**src/rtl/sdfm_arb_pkg.sv**
```systemverilog
// sdfm_arb_pkg: shared types, widths and helpers for the SDFM FIFO arbiter
// and its round-robin picker.
package sdfm_arb_pkg;

   // Arbiter sequencing states.
   typedef enum logic [1:0] {
      IDLE = 2'd0,
      READ = 2'd1,
      SEND = 2'd2
   } arb_state_e;

   // Stream word width and per-channel FIFO word-count width.
   localparam int SDFM_DATA_W = 32;
   localparam int SDFM_STAT_W = 4;

   // Words granted to one burst: whatever the FIFO holds, capped at burst_max.
   function automatic logic [SDFM_STAT_W-1:0] sdfm_burst_len(
      input logic [SDFM_STAT_W-1:0] stat,
      input logic [SDFM_STAT_W-1:0] burst_max
   );
      return (stat > burst_max) ? burst_max : stat;
   endfunction

endpackage

```
**src/rtl/sdfm_fifo_arbiter_if.sv**
```systemverilog
// sdfm_fifo_arbiter_if: channel-FIFO side and tagged-stream side of the SDFM
// FIFO arbiter. The master modport is the arbiter; the slave modport is the
// environment (FIFOs plus stream consumer). NCH must match the arbiter's NCH.
interface sdfm_fifo_arbiter_if #(
   parameter int NCH = 4
);
   import sdfm_arb_pkg::*;

   localparam int CHW = $clog2(NCH);

   // Channel FIFO side.
   logic [NCH-1:0]             fifo_lvlup;
   logic [NCH-1:0]             fifo_full;
   logic [NCH*SDFM_STAT_W-1:0] fifo_stat;
   logic [NCH*SDFM_DATA_W-1:0] fifo_data;
   logic [NCH-1:0]             fifo_rd;

   // Stream side.
   logic [SDFM_DATA_W-1:0]     out_data;
   logic [CHW-1:0]             out_ch;
   logic                       out_last;
   logic                       out_valid;
   logic                       out_ready;

   modport master (
      input  fifo_lvlup,
      input  fifo_full,
      input  fifo_stat,
      input  fifo_data,
      output fifo_rd,
      output out_data,
      output out_ch,
      output out_last,
      output out_valid,
      input  out_ready
   );

   modport slave (
      output fifo_lvlup,
      output fifo_full,
      output fifo_stat,
      output fifo_data,
      input  fifo_rd,
      input  out_data,
      input  out_ch,
      input  out_last,
      input  out_valid,
      output out_ready
   );

endinterface

```
**src/rtl/sdfm_rr_pick.sv**
```systemverilog
// sdfm_rr_pick: combinational round-robin picker. Searches req starting at rr
// and wrapping modulo NCH. When any requester is also flagged in prio, only
// prioritised requesters are considered, still in round-robin order from rr.
module sdfm_rr_pick #(
   parameter int NCH = 4
)
(
   input  logic [NCH-1:0]         req,
   input  logic [$clog2(NCH)-1:0] rr,
   input  logic [NCH-1:0]         prio,
   output logic [$clog2(NCH)-1:0] grant,
   output logic                   any
);

   localparam int CHW = $clog2(NCH);

   logic [NCH-1:0] cand;

   // Narrow the candidate set to prioritised requesters when there are any.
   always_comb begin
      cand = ((req & prio) != '0) ? (req & prio) : req;
   end

   // First candidate found walking forward from rr wins.
   always_comb begin
      logic found;
      int   idx;
      // NOTE: every output gets a default before the search so no latch is inferred.
      found = 1'b0;
      grant = '0;
      any   = |req;
      for (int i = 0; i < NCH; i++) begin
         idx = int'(rr) + i;
         if (idx >= NCH) begin
            idx = idx - NCH;
         end
         if (!found && cand[idx[CHW-1:0]]) begin
            found = 1'b1;
            grant = CHW'(idx);
         end
      end
   end

endmodule

```
**src/rtl/sdfm_fifo_arbiter.sv**
```systemverilog
// sdfm_fifo_arbiter: drains up to NCH channel FIFOs onto one 32-bit
// valid/ready stream tagged with the channel number. Channels share the
// stream in round-robin bursts of at most BURST_MAX words; each word is
// fetched with a one-cycle fifo_rd pulse and then held until handshaken.
// Optional feature macro: SDFM_ARB_FULLPRIO_EN -- a requesting channel whose
// FIFO is full wins over the plain round-robin choice.
module sdfm_fifo_arbiter
   import sdfm_arb_pkg::*;
#(
   parameter int NCH       = 4,
   parameter int BURST_MAX = 8
)
(
   input  logic                SYSCLK,
   input  logic                SYSRST,
   input  logic                reg_arben,
   input  logic [NCH-1:0]      reg_chmask,
   sdfm_fifo_arbiter_if.master bus,
   output logic                arb_busy,
   output logic                arb_abort
);

   localparam int                     CHW         = $clog2(NCH);
   localparam logic [CHW-1:0]         CH_LAST     = CHW'(NCH - 1);
   localparam logic [SDFM_STAT_W-1:0] BURST_LIMIT = SDFM_STAT_W'(BURST_MAX);

   // Per-channel views of the flat FIFO buses.
   logic [SDFM_STAT_W-1:0] stat_a [NCH];
   logic [SDFM_DATA_W-1:0] data_a [NCH];
   logic [NCH-1:0]         req;
   logic [NCH-1:0]         prio;

   // Picker results.
   logic [CHW-1:0]         pick_ch;
   logic                   pick_any;
   logic [SDFM_STAT_W-1:0] pick_len;

   // Registered state and its next values.
   arb_state_e             state_q, state_d;
   logic [CHW-1:0]         ch_q, ch_d;
   logic [SDFM_STAT_W-1:0] rem_q, rem_d;
   logic [CHW-1:0]         rr_q, rr_d;
   logic [SDFM_DATA_W-1:0] out_data_q, out_data_d;
   logic [CHW-1:0]         out_ch_q, out_ch_d;
   logic                   out_last_q, out_last_d;
   logic                   out_valid_q, out_valid_d;

   // Combinational strobes, only meaningful outside reset.
   logic [NCH-1:0]         rd_d;
   logic                   abort_d;

   // Helpers for the granted channel.
   logic [CHW-1:0]         ch_after;
   logic                   ch_empty;
   logic                   handshake;

   // Unpack the FIFO buses and form the request vector; an empty FIFO never
   // requests even when its level flag is set (level 0 reads as reached).
   always_comb begin
      for (int k = 0; k < NCH; k++) begin
         stat_a[k] = bus.fifo_stat[k*SDFM_STAT_W +: SDFM_STAT_W];
         data_a[k] = bus.fifo_data[k*SDFM_DATA_W +: SDFM_DATA_W];
         req[k]    = reg_arben & reg_chmask[k] & bus.fifo_lvlup[k]
                     & (stat_a[k] != '0);
      end
   end

`ifdef SDFM_ARB_FULLPRIO_EN
   // Full FIFOs jump the queue; round-robin order still applies among them.
   assign prio = bus.fifo_full & req;
`else
   // Pure round-robin; the full flags are not consulted.
   logic unused_full;
   assign prio        = '0;
   assign unused_full = ^bus.fifo_full;
`endif

   sdfm_rr_pick #(
      .NCH (NCH)
   ) u_pick (
      .req   (req),
      .rr    (rr_q),
      .prio  (prio),
      .grant (pick_ch),
      .any   (pick_any)
   );

   assign pick_len  = sdfm_burst_len(stat_a[pick_ch], BURST_LIMIT);
   assign ch_after  = (ch_q == CH_LAST) ? '0 : ch_q + CHW'(1);
   assign ch_empty  = (stat_a[ch_q] == '0);
   assign handshake = out_valid_q & bus.out_ready;

   // Next-state and strobe logic for the IDLE / READ / SEND sequence.
   always_comb begin
      // NOTE: every signal written here is defaulted first; without it any
      // path that skips an assignment would infer a latch.
      state_d     = state_q;
      ch_d        = ch_q;
      rem_d       = rem_q;
      rr_d        = rr_q;
      out_data_d  = out_data_q;
      out_ch_d    = out_ch_q;
      out_last_d  = out_last_q;
      out_valid_d = out_valid_q;
      rd_d        = '0;
      abort_d     = 1'b0;

      unique case (state_q)
         IDLE: begin
            if (pick_any) begin
               ch_d    = pick_ch;
               rem_d   = pick_len;
               state_d = READ;
            end
         end

         READ: begin
            // fifo_stat here already reflects the previous pop, so a FIFO that
            // was disabled or drained mid-burst shows up as zero.
            if (!reg_arben || ch_empty) begin
               abort_d = 1'b1;
               rr_d    = ch_after;
               state_d = IDLE;
            end else begin
               rd_d[ch_q]  = 1'b1;
               out_data_d  = data_a[ch_q];
               out_ch_d    = ch_q;
               out_last_d  = (rem_q == SDFM_STAT_W'(1));
               out_valid_d = 1'b1;
               rem_d       = rem_q - SDFM_STAT_W'(1);
               state_d     = SEND;
            end
         end

         SEND: begin
            // Word and tag are held untouched until the consumer takes them.
            if (handshake) begin
               out_valid_d = 1'b0;
               if (out_last_q) begin
                  rr_d    = ch_after;
                  state_d = IDLE;
               end else if (!reg_arben) begin
                  abort_d = 1'b1;
                  rr_d    = ch_after;
                  state_d = IDLE;
               end else begin
                  state_d = READ;
               end
            end
         end

         default: begin
            state_d = IDLE;
         end
      endcase
   end

   // State and stream registers with synchronous active-high reset.
   always_ff @(posedge SYSCLK) begin
      // NOTE: sequential state uses non-blocking assignments only, so every
      // register samples the pre-edge values computed above.
      if (SYSRST) begin
         state_q     <= IDLE;
         ch_q        <= '0;
         rem_q       <= '0;
         rr_q        <= '0;
         // NOTE: the stream data register is reset too so the outputs leave
         // reset at zero rather than with whatever word was last captured.
         out_data_q  <= '0;
         out_ch_q    <= '0;
         out_last_q  <= 1'b0;
         out_valid_q <= 1'b0;
      end else begin
         state_q     <= state_d;
         ch_q        <= ch_d;
         rem_q       <= rem_d;
         rr_q        <= rr_d;
         out_data_q  <= out_data_d;
         out_ch_q    <= out_ch_d;
         out_last_q  <= out_last_d;
         out_valid_q <= out_valid_d;
      end
   end

   // Strobes are blanked while reset is asserted so a burst cut by reset
   // never pops a FIFO word.
   assign bus.fifo_rd   = SYSRST ? '0 : rd_d;
   assign arb_abort     = ~SYSRST & abort_d;
   assign arb_busy      = ~SYSRST & (state_q != IDLE);

   assign bus.out_data  = out_data_q;
   assign bus.out_ch    = out_ch_q;
   assign bus.out_last  = out_last_q;
   assign bus.out_valid = out_valid_q;

endmodule

```
**src/flat_wrapper.sv**
```systemverilog
// flat-port wrapper written by rule: the top's interface ports become plain ports
module sdfm_fifo_arbiter_flat import sdfm_arb_pkg::*;
#(
   parameter int NCH       = 4,
   parameter int BURST_MAX = 8
)
  (SYSCLK, SYSRST, reg_arben, reg_chmask, arb_busy, arb_abort, bus_fifo_lvlup, bus_fifo_full, bus_fifo_stat, bus_fifo_data, bus_fifo_rd, bus_out_data, bus_out_ch, bus_out_last, bus_out_valid, bus_out_ready);
  sdfm_fifo_arbiter_if #(.NCH(NCH)) bus_i ();
  input  logic SYSCLK;
  input  logic SYSRST;
  input  logic reg_arben;
  input  logic [NCH-1:0] reg_chmask;
  output logic arb_busy;
  output logic arb_abort;
  input wire logic [$bits(bus_i.fifo_lvlup)-1:0] bus_fifo_lvlup;
  input wire logic [$bits(bus_i.fifo_full)-1:0] bus_fifo_full;
  input wire logic [$bits(bus_i.fifo_stat)-1:0] bus_fifo_stat;
  input wire logic [$bits(bus_i.fifo_data)-1:0] bus_fifo_data;
  output wire logic [$bits(bus_i.fifo_rd)-1:0] bus_fifo_rd;
  output wire logic [$bits(bus_i.out_data)-1:0] bus_out_data;
  output wire logic [$bits(bus_i.out_ch)-1:0] bus_out_ch;
  output wire logic [$bits(bus_i.out_last)-1:0] bus_out_last;
  output wire logic [$bits(bus_i.out_valid)-1:0] bus_out_valid;
  input wire logic [$bits(bus_i.out_ready)-1:0] bus_out_ready;
  assign bus_i.fifo_lvlup = bus_fifo_lvlup;
  assign bus_i.fifo_full = bus_fifo_full;
  assign bus_i.fifo_stat = bus_fifo_stat;
  assign bus_i.fifo_data = bus_fifo_data;
  assign bus_fifo_rd = bus_i.fifo_rd;
  assign bus_out_data = bus_i.out_data;
  assign bus_out_ch = bus_i.out_ch;
  assign bus_out_last = bus_i.out_last;
  assign bus_out_valid = bus_i.out_valid;
  assign bus_i.out_ready = bus_out_ready;
  sdfm_fifo_arbiter #(.NCH(NCH), .BURST_MAX(BURST_MAX)) u_core (.SYSCLK(SYSCLK), .SYSRST(SYSRST), .reg_arben(reg_arben), .reg_chmask(reg_chmask), .bus(bus_i), .arb_busy(arb_busy), .arb_abort(arb_abort));
endmodule
```
**config.mk**
```make
export PLATFORM = sky130hd
export DESIGN_NAME = sdfm_fifo_arbiter_flat
export DESIGN_NICKNAME = d
export VERILOG_FILES = /design/src/rtl/sdfm_arb_pkg.sv /design/src/rtl/sdfm_fifo_arbiter_if.sv /design/src/rtl/sdfm_rr_pick.sv /design/src/rtl/sdfm_fifo_arbiter.sv /design/src/flat_wrapper.sv
export SDC_FILE = /design/constraint.sdc
export NUM_CORES = 1
export LEC_CHECK = 0
export ABC_AREA = 1
export CAP_MARGIN = 20
export CORE_MARGIN = 8
export CORE_UTILIZATION = 41
export DETAILED_ROUTE_END_ITERATION = 7
export HOLD_SLACK_MARGIN = 0.06
export PLACE_DENSITY = 0.87
export SETUP_SLACK_MARGIN = 0.2
export SLEW_MARGIN = 10
export SYNTH_ARGS = -nofsm -noshare
export SYNTH_HDL_FRONTEND = slang
export SYNTH_SLANG_ARGS = --single-unit
```
**constraint.sdc**
```tcl
create_clock -name SYSCLK -period 3.1 [get_ports SYSCLK]
set_clock_uncertainty 0.1 [all_clocks]
set_input_delay 0.465 -clock SYSCLK [delete_from_list [all_inputs] [get_ports SYSCLK]]
set_output_delay 0.465 -clock SYSCLK [all_outputs]
set_load 0.05 [all_outputs]
```
Word-level counts from Yosys, hierarchy flattened
Index checks and enable logic that the tools add are counted.
{"block": "totals", "in_bits": 160, "elab_cells": 140, "ff_bits": 46}
{"block": "classes", "n_lt_le_gt_ge": 13, "add_sub_neg": 9, "n_reduce_logical": 25, "n_eq_ne": 9, "muxes": 57, "bitwise_logic": 19}
{"operator": "$bmux 32 s2", "n": 1}
{"operator": "$mux 32", "n": 2}
{"operator": "$mux 4", "n": 10}
{"operator": "$mux 2", "n": 17}
{"operator": "$bmux 4 s2", "n": 2}
{"operator": "$reduce_bool 4->1", "n": 4}
{"operator": "$and 1x1->1", "n": 15}
{"operator": "$ge 3x3->1 const B", "n": 5}
{"operator": "$lt 2x3->1 const B", "n": 5}
{"operator": "$mux 1", "n": 15}
{"operator": "$bmux 1 s2", "n": 4}
{"operator": "$pmux 4 s2", "n": 1}
{"operator": "$sub 2x1->2 const B", "n": 4}
{"operator": "$add 2x2->3 const B", "n": 2}
{"operator": "$ne 2x1->1 const B", "n": 3}
{"operator": "$not 2->3", "n": 2}
{"operator": "$pmux 2 s3", "n": 1}
{"operator": "$reduce_and 2->1", "n": 3}
{"operator": "$reduce_and 3->1", "n": 2}
{"operator": "$reduce_bool 2->1", "n": 3}
{"operator": "$eq 2x2->1 const B", "n": 2}
{"operator": "$eq 4x1->1 const B", "n": 1}
{"operator": "$gt 4x4->1 const B", "n": 1}
{"operator": "$logic_and 1x1->1", "n": 4}
{"operator": "other kinds (18)", "n": 23}

Longest topological paths before layout
Gate-level depths: netlist of the first run.
{"block": "depth", "depth_word": 23, "depth_mapped": 18, "depth_no_buf": 17}

Hierarchy
Synthesis of the first run repeated with hierarchy kept, for this count alone.
{"block": "unflattened", "hier_cells": 590, "area_unflattened_um2": 3643.5}
{"mod": "sdfm_fifo_arbiter", "cells_per_inst": 534, "area_per_inst_um2": 3324.4, "n_inst": 1, "seq_area_each_um2": 920.9}
{"mod": "sdfm_rr_pick", "cells_per_inst": 56, "area_per_inst_um2": 319.1, "n_inst": 1, "seq_area_each_um2": 0.0}

Worst setup path before layout of the first run
Ideal clock, no wire load.
{"block": "synth_timing", "path_kind": "input to output", "from": "input port bus_fifo_stat[7]", "to": "output port arb_abort", "stages": 9, "slack_ns": 0.449, "arrival_ns": 2.086, "t_required_ns": 2.535, "cell_sequence": "nor2_1 nand2_1 nand2_1 nand3_1 nand3_1 nand2_1 inv_1 a41oi_1 nor3_1"}
{"block": "synth_between", "elab_chain_cells": 8}
{"item": "start, declared", "line_no": "flat_wrapper.sv:17", "source": "input wire logic [$bits(bus_i.fifo_stat)-1:0] bus_fifo_stat;"}
{"item": "$bmux 4 s2", "line_no": "sdfm_fifo_arbiter.sv:90", "source": "assign ch_empty = (stat_a[ch_q] == '0);"}
{"item": "$mux 4 (implied by the code) (2 in series)", "line_no": "sdfm_fifo_arbiter.sv:90"}
{"item": "$logic_not 4->1", "line_no": "sdfm_fifo_arbiter.sv:90"}
{"item": "$logic_or 1x1->1", "line_no": "sdfm_fifo_arbiter.sv:120", "source": "if (!reg_arben || ch_empty) begin"}
{"item": "$mux 1", "line_no": "sdfm_fifo_arbiter.sv:120"}
{"item": "$pmux 1 s2", "line_no": "sdfm_fifo_arbiter.sv:108", "source": "unique case (state_q)"}
{"item": "$and 1x1->1", "line_no": "sdfm_fifo_arbiter.sv:188", "source": "assign arb_abort = ~SYSRST & abort_d;"}
{"item": "end, declared", "line_no": "flat_wrapper.sv:14", "source": "output logic arb_abort;"}
No other way between the ends. The select of a mux whose other input is x is not followed.

Worst setup path after layout of the first run
{"block": "layout_timing", "from": "input port bus_fifo_stat[7]", "to": "output port bus_fifo_rd[2]"}
{"block": "layout_between", "elab_chain_cells": 8}
{"item": "$bmux 4 s2", "line_no": "sdfm_fifo_arbiter.sv:90"}
{"item": "$mux 4 (implied by the code) (2 in series)", "line_no": "sdfm_fifo_arbiter.sv:90"}
{"item": "$logic_not 4->1", "line_no": "sdfm_fifo_arbiter.sv:90"}
{"item": "$logic_or 1x1->1", "line_no": "sdfm_fifo_arbiter.sv:120"}
{"item": "$mux 4", "line_no": "sdfm_fifo_arbiter.sv:120"}
{"item": "$mux 4", "line_no": "sdfm_fifo_arbiter.sv:108"}
{"item": "$mux 4", "line_no": "sdfm_fifo_arbiter.sv:187", "source": "assign bus.fifo_rd = SYSRST ? '0 : rd_d;"}
{"item": "end, declared", "line_no": "flat_wrapper.sv:19", "source": "output wire logic [$bits(bus_i.fifo_rd)-1:0] bus_fifo_rd;"}
No other way between the ends. The select of a mux whose other input is x is not followed.

==> results list, run 1 <==
- The flow ran to the end, and the final reports show no timing, DRC or antenna violations.
- Share of synthesized area spent on multiplexers: 0
- Of the total synthesized cell area, the portion taken by XOR and XNOR cells is 0.0101.
- Post-synthesis sequential area ratio: 0.275
* Leading post-synthesis cells by instance count: sky130_fd_sc_hd__nor2_1 (152), sky130_fd_sc_hd__o21ai_0 (103), sky130_fd_sc_hd__nand2_1 (59)
- For this run, the share of the core covered by cells in the final layout is 0.687.
* Hold WC Path Type: reg -> reg
* Crit path kind: in -> out
- After filler insertion, the fill cell instance count of the layout stands at 706.
* Max Transition Viols Final: 0
- The worst path needs 2.75 ns of the cycle, external delays included.
- Maximum clock rate: 0.364 GHz
- Routed WL: 13.3 mm
- Among all flip-flop cells after synthesis, the most frequent one is sky130_fd_sc_hd__dfxtp_1.
- The worst setup path is captured at a primary output.
- The share of synthesized area in the top cell type comes to 0.275.
- Cell repeated most along the worst path: sky130_fd_sc_hd__nand2_1
- TritonCTS created 5 clock buffers.
* Synth Area in Compound Gates: 0.270
* Vias in the first global route: 4,472
- Series of cell instances along the critical path: clkdlybuf4s50_1, nor2_1, nand2_1, nand2_1, nand3_1, nand3_1, nor2_2, nand2_1, nor2_1, buf_12
- The first global-routing pass estimated 21.3 mm of wire.
* Effective utilization at floorplan: 0.416
- For this design the ratio of total power to cell area is 692 nW/um^2.
- The share of total power dissipated in combinational logic is 0.677.
* Combined area of all synthesized cells: 3350 sq um
- Pin count of the biggest net entering global routing: 45
* Slew Limit Headroom: 0.610
* CTS-repair resized insts: 0
- After detailed routing, the average wire length per cell comes to 15.8 um.
* Ranking of synthesized cells by area: sky130_fd_sc_hd__dfxtp_1 (27%), sky130_fd_sc_hd__nor2_1 (17%), sky130_fd_sc_hd__o21ai_0 (15%)
- Along the worst path, the maximum fanout reaches 4.
- The worst setup path is launched from a primary input.
- The finished cells cover 5530 sq um.
- The detail route stage leaves a number of antenna-violating nets equal to 0.
- Delay of the slowest cell on the worst path: 0.50 ns
* Setup-failing EPs final: 0
* Data arrival time of the critical path: 2.18 ns
* Highest ir drop seen on vdd: 311 uV
- Worst reg-to-reg path cell count: 8
* Port buffer count: 197
- Buffer levels on the longest clock path: 2
* Worst path buffer plus inverter count: 2
* Dpl hpwl: 10.5 mm
* Inserted Diodes: 0
- The die covers 11,300 sq um.
* Via count: 4,449
- Of the total power, the share spent switching nets is 0.512.
- Number of top-level pins: 202
- Of the total synthesized cell area, the portion taken by full adders, half adders and majority gates is 0.0373.
* Drt first-iter violations: 162
- Clk_lat worst skew: 0.29 ns
* Area of the core region: 8050 sq um
- In this run, synthesis produced a sequential element count of 46.
- The area growth from synthesis to layout is 65.0%.
- Net switching component of the power: 1.96 mW
- Across every metal layer, demand over resource in global routing totals 0.227.
- The initial antenna violation count was 0.
* Crit share post-route: 0.886
* Worst EP required: 2.53 ns
* Synth area leader: sky130_fd_sc_hd__dfxtp_1
- Internal power comes to 1.87 mW.
- CTS placed an instance of sky130_fd_sc_hd__clkbuf_8 at the clock tree root.
- On the critical path, the stage with the largest delay is an instance of sky130_fd_sc_hd__clkdlybuf4s50_1.
- Total number of nets in the final design: 904
- Number of synthesized flops with an enable pin: 0
- H-tree depth reported by CTS: 2
* Die height: 106 um
- Hold is met by 0.399 ns.
- Std-Cell Rows: 33
* Combinational family with the most area after synthesis: simple AND/OR/NAND/NOR gates
- At the pin with the least slew margin, the transition time is 0.583 ns.
- Setup bufs post-CTS: 0
* Proportion of power drawn by flip-flops and latches: 0.225
- Mapped Nets: 723
* TritonCTS clock tree: yes
* Post-layout worst setup margin: 0.354 ns
- Summed over all failing endpoints, the final setup total negative slack is 0 ns.
- Post-cts hold buffer count: 0
- Die boundary width: 106 um
- At the end of routability-driven placement, the weighted congestion stood at 0.917.
- Clock transition at the register clock pins on the worst setup and hold paths after CTS: 0.09 ns
- The worst hold path was traced through 2 stages.
- Instance count of the mapped netlist: 553
* Most common cell in the synthesized netlist: sky130_fd_sc_hd__nor2_1
* Instance count on the critical path: 10
- Sum of overflow across all layers after global routing: 0
- Of the cells placed in the final design, the portion with a size suffix greater than 1 is 0.0735.
- In the routed layout, each cell is associated on average with a via count of 5.30.
* Gate family responsible for the most delay along the worst path: simple AND/OR/NAND/NOR gates
- Hold Fails Final Rpt: 0
* Number of warnings issued by yosys: 0
- In the routed design, unresolved DRC markers number 0.
- MaxCap Viol Count: 0
- Sinks on Clock Net: 46
* Detailed Routing Iterations Pass 1: 5
* Unique masters post-synth: 30
* Setup repair after global routing missed its margin: true
* Clock power frac: 0.098
* Post-Synthesis Mean Instance Area: 6.06 sq um
- In this run the static leakage power is 2.32 nW.
* Simple logic cell fraction of the synthesized area: 0.325
- Share of synthesized flip-flops with an asynchronous set or reset: 0
- Worst slack after detailed placement: 0.280 ns
* Standard cell area after detailed placement: 5440 sq um
path summary, 6_finish.rpt:
kind | startpoint | end | slack, ns
worst min register to register | u_core.rem_q[3] | u_core.rem_q[3] | 0.40
worst max register to register | u_core.ch_q[0] | u_core.bus.out_last | 0.82
worst max-delay path | bus_fifo_stat[7] | bus_fifo_rd[2] | 0.35
worst min-delay path | u_core.rem_q[3] | u_core.rem_q[3] | 0.40
cell families (layout without fill, tap and decap cells):
family,count (synthesis),in the layout
and+or+nand+nor,259,259
AOI/OAI and AO/OA,164,164
buffers and inverters,71,253
DFF,46,46
adders and majority gates,10,10
xor gates and xnor gates,3,3
flip-flops by register name (all words and copies together), names as in the netlist:
name / flops
u_core.ch_q: 2
u_core.bus.out_ch: 2
u_core.bus.out_data: 32
u_core.bus.out_valid: 1
u_core.state_q: 2
u_core.rem_q: 4
u_core.bus.out_last: 1
u_core.rr_q: 2
final cells by class:
type	count	area (sq um)	area share
multi-input combinational	436	2160	0.390
timing repair buffer	208	2090	0.378
sequential	46	922	0.167
inverter	37	139	0.0251
tap	105	131	0.0237
clock buffer	7	86.3	0.0156
clock inverter	1	5.00	0.000905
cell usage in the layout (no fill, tap or decap), types with 5 or more instances in the layout:
master,instances
sky130_fd_sc_hd__ha_1,10
sky130_fd_sc_hd__clkbuf_8,6
sky130_fd_sc_hd__dfxtp_1,45
sky130_fd_sc_hd__o21ai_0,103
sky130_fd_sc_hd__inv_1,31
sky130_fd_sc_hd__nand3_1,26
sky130_fd_sc_hd__inv_2,5
sky130_fd_sc_hd__a21oi_1,13
sky130_fd_sc_hd__o22ai_1,32
sky130_fd_sc_hd__nand2_1,59
sky130_fd_sc_hd__clkdlybuf4s50_1,192
sky130_fd_sc_hd__buf_4,12
sky130_fd_sc_hd__a21oi_2,6
sky130_fd_sc_hd__nor2_1,151
sky130_fd_sc_hd__nand2_2,6
routing by layer:
metal  routed length (um)  global-route usage  vias to the layer above
li1                     -                   -                     2201
met1                 5120               0.236                     2003
met2                 6500               0.408                      217
met3                 1280              0.0829                       28
met4                  364              0.0814                        0
met5                    0                   0                        -
per-stage QoR:
step,power (mW),cells
after floorplan,2.65,553
after global placement,3.37,832
after detailed placement,3.45,832
after CTS,3.84,840
after global routing,4.12,840
final,3.83,840
worst reg2reg max path, delay by kind of cell (launching register included):
kind / cells / cell delay [ns]
buffers and inverters: 3 / 1.02
AND/OR/NAND/NOR: 4 / 0.50
flip-flops: 1 / 0.35
AO/OA/AOI/OAI: 1 / 0.23
power by group through the flow:
| stage | sequential (mW) | combinational, mW | clock [mW] |
|---|---|---|---|
| global route | 0.881 | 2.83 | 0.409 |
| CTS | 0.860 | 2.59 | 0.388 |
| floorplan | 1.26 | 1.39 | 0 |
| detailed placement | 0.872 | 2.58 | 0 |
| finish | 0.861 | 2.59 | 0.377 |
| global placement | 0.861 | 2.51 | 0 |
Note: power is estimated with default switching activity, not from simulation.
==> run 2: changes to the inputs <==
==> constraint.sdc (replaced) <==
create_clock -name SYSCLK -period 3.22 [get_ports SYSCLK]
set_clock_uncertainty 0.1 [all_clocks]
set_input_delay 0.483 -clock SYSCLK [delete_from_list [all_inputs] [get_ports SYSCLK]]
set_output_delay 0.483 -clock SYSCLK [all_outputs]
set_load 0.05 [all_outputs]
==> run 2 against run 1 <==
Effect of this change: hold slack got worse by 0.0083 ns; total power fell by 4.3%; via count fell by 1.5%; clock power shrank 5%; highest routed layer unchanged; flip-flop and latch count did not move; wire length decreased by 1.7%; count of clock-buffer cells in the layout unchanged; sequential share of layout area unchanged.
==> results list, run 2 (synthesized netlist as in run 1, its figures left out) <==
- Flip-flop count of the largest register, all copies and words added: 32 (unchanged)
- Via count: 4,383 (-1.5%)
- Worst-path cell with the longest stage delay: sky130_fd_sc_hd__clkdlybuf4s50_1
- The remaining global-route overflow was 0 (unchanged).
- LEAKAGE: 2.32 nW (about the same)
- Most common cell after layout, fill and taps aside: sky130_fd_sc_hd__clkdlybuf4s50_1
- CP max FO: 4 (unchanged)
- Hold Fails Final Rpt: 0 (unchanged)
- The area of the core region came to 8050 sq um (unchanged).
- Non-Filler Cell Area, Final: 5530 sq um (unchanged)
- The total clock buffers created by CTS is 5 (unchanged).
- Number of standard cells in the layout, taps in and fillers out: 840 (unchanged)
- Slew Limit Headroom: 0.621 (+0.0111)
- MaxCap Viol Count: 0 (unchanged)
* First-pass GRT wire length: 21.1 mm (-1.0%)
- The total of endpoints with negative setup slack in the final report came to 0 (unchanged).
* Die Area: 11,300 sq um (unchanged)
- Worst EP required: 2.64 ns (+0.11 ns)
- Crit share post-route: 0.872
* Total number of nets in the final design: 904 (unchanged)
- Detailed Routing Iterations Pass 1: 7 (+2)
- Number of top-level pins: 202 (unchanged)
- Effective utilization at floorplan: 0.416 (unchanged)
* Count of placed standard cells including taps: 832 (unchanged)
- The depth of the CTS H-tree came to 2 (unchanged).
- Number of design rule violations left after detail routing: 0 (unchanged)
* CTS-repair resized insts: 0 (unchanged)
- Broken down by cell family, the worst path's largest delay share belongs to simple AND/OR/NAND/NOR gates.
- Standard cell area after detailed placement: 5440 sq um (unchanged)
* Setup repair after global routing missed its margin: false
- The setup path with the least slack is of type in -> out.
- Origin of the worst min-delay path: u_core.rem_q[3]
- The sum of internal, switching and leakage power is 3.66 mW (-4.3%).
- The standard-cell row count came to 33 (unchanged).
- The worst setup path is captured at a primary output.
- Post-synthesis to final-layout area growth: 65.0% (unchanged)
- Pin count of the biggest net entering global routing: 44 (-2.2%)
- TritonCTS built the clock tree.
* Port buffer count: 197 (unchanged)
- Initial antenna violation count: 0 (unchanged)
- The total count of max-transition violations in the final report came to 0 (unchanged).
- Fillers: 678 (-4.0%)
- The number of design-rule violations left by the first detailed-router iteration came to 214 (+32%).
- Dpl hpwl: 10.4 mm (-1.3%)
* Hold WC Path Type: reg -> reg
- The number of buffers and inverters on the critical path came to 2 (unchanged).
- Routed WL: 13.1 mm (-1.7%)
- The peak supply drop is 265 uV (-15%).
- The x dimension of the die came to 106 um (unchanged).
- Delay of the slowest cell on the worst path: 0.48 ns (-0.02 ns)
- Worst setup startpoint: bus_fifo_stat[10]
- Buffer levels on the longest clock path: 2 (unchanged)
- Routability-driven placement congestion ratio: 0.883 (-3.6%)
- The antenna diode count was 0 (unchanged).
- Data arrival time of the critical path: 2.23 ns (+0.05 ns)
- Total routing usage reported by global routing: 0.224 (-0.00217)
- The detail-routed via count per cell was 5.22 (-1.5%).
- The later-pin clock latency in the skew report is 0.28 ns (about the same).
* Clock transition at the register clock pins on the worst setup and hold paths after CTS: 0.08 ns (about the same)
- The number of clock sinks is 46 (unchanged).
- After layout, the minimum clock period comes to 2.81 ns.
* Clock tree root driver cell: sky130_fd_sc_hd__clkbuf_8
- Type of element launching the critical path: primary input
- Counting stages on the worst path, the most repeated cell is sky130_fd_sc_hd__nand2_1.
- Walking the worst path, the cells encountered are clkdlybuf4s50_1, nor2_1, nand2_1, nand2_1, nand3_1, nand3_1, nor2_2, nand2_1, nor2_1, buf_12.
- Sum of negative setup slack: 0 ns (unchanged)
- The buffers inserted during post-CTS setup optimization was 0 (unchanged).
- PwrDens: 662 nW/um^2 (-4.3%)
- The number of buffers inserted for hold repair after clock tree synthesis is 0 (unchanged).
* Share of post-route cells with drive strength above 1: 0.0735 (unchanged)
- Critical R2R Launch: u_core.ch_q[0]
- The via count of the first global-routing pass is 4,547 (+1.7%).
- Transition at the pin with the smallest max-transition slack: 0.566 ns (-0.0166 ns)
* Result of the run: finished clean
- Commonest cells after routing, fill and taps aside: sky130_fd_sc_hd__clkdlybuf4s50_1 (192), sky130_fd_sc_hd__nor2_1 (151), sky130_fd_sc_hd__o21ai_0 (103), sky130_fd_sc_hd__nand2_1 (59), sky130_fd_sc_hd__dfxtp_1 (45)
* Die height: 106 um (unchanged)
- DR WL/cell: 15.5 um (-1.7%)
- The residual antenna-violating net count after detailed routing came to 0 (unchanged).
* Maximum clock rate: 0.356 GHz
run 2: cell counts in the layout (fill, tap and decap cells not counted):
Identical to the previous run, type by type.
run 2: metal layers:
metal | vias to the layer above | routed length [um] | GRT usage
li1 | 2201 | - | -
met1 | 1945 | 5020 | 0.235
met2 | 203 | 6320 | 0.393
met3 | 34 | 1220 | 0.0835
met4 | 0 | 496 | 0.102
met5 | - | 0 | 0
run 2: report_power, final:
group	internal, mW	switching (mW)
logic	0.897	1.55
clock network	0.174	0.187
registers	0.726	0.128
run 2: cell type report:
type	count	area [sq um]	share of cell area
Clock inverter	1	5.00	0.000905
Sequential cell	46	922	0.167
Inverter	37	139	0.0251
Clock buffer	7	86.3	0.0156
Tap cell	105	131	0.0237
Multi-Input combinational cell	436	2160	0.390
Timing Repair Buffer	208	2090	0.378
run 2: worst paths after layout:
kind / cells past startpoint / slack (ns) / to
worst min-delay path: 2 / 0.39 / u_core.rem_q[3]
worst min register to register: 2 / 0.39 / u_core.rem_q[3]
worst max register to register: 7 / 0.90 / u_core.bus.out_last
worst max-delay path: 10 / 0.41 / bus_fifo_rd[2]
run 2: through the flow:
stage,util,hold slack [ns],setup WS [ns]
3_5_place_dp,0.676,0.382,0.421
2_1_floorplan,-,0.359,0.533
4_1_cts,0.687,0.395,0.408
5_1_grt,0.687,0.424,0.242
6_report,0.687,0.390,0.411
3_3_place_gp,0.676,0.370,0.413
run 2: worst register-to-register path: cells and delay by family, from the launching register on:
kind | cells | cell delay (ns)
simple gates | 4 | 0.58
flops | 1 | 0.65
compound gates | 1 | 0.23
buf+inv | 2 | 0.69
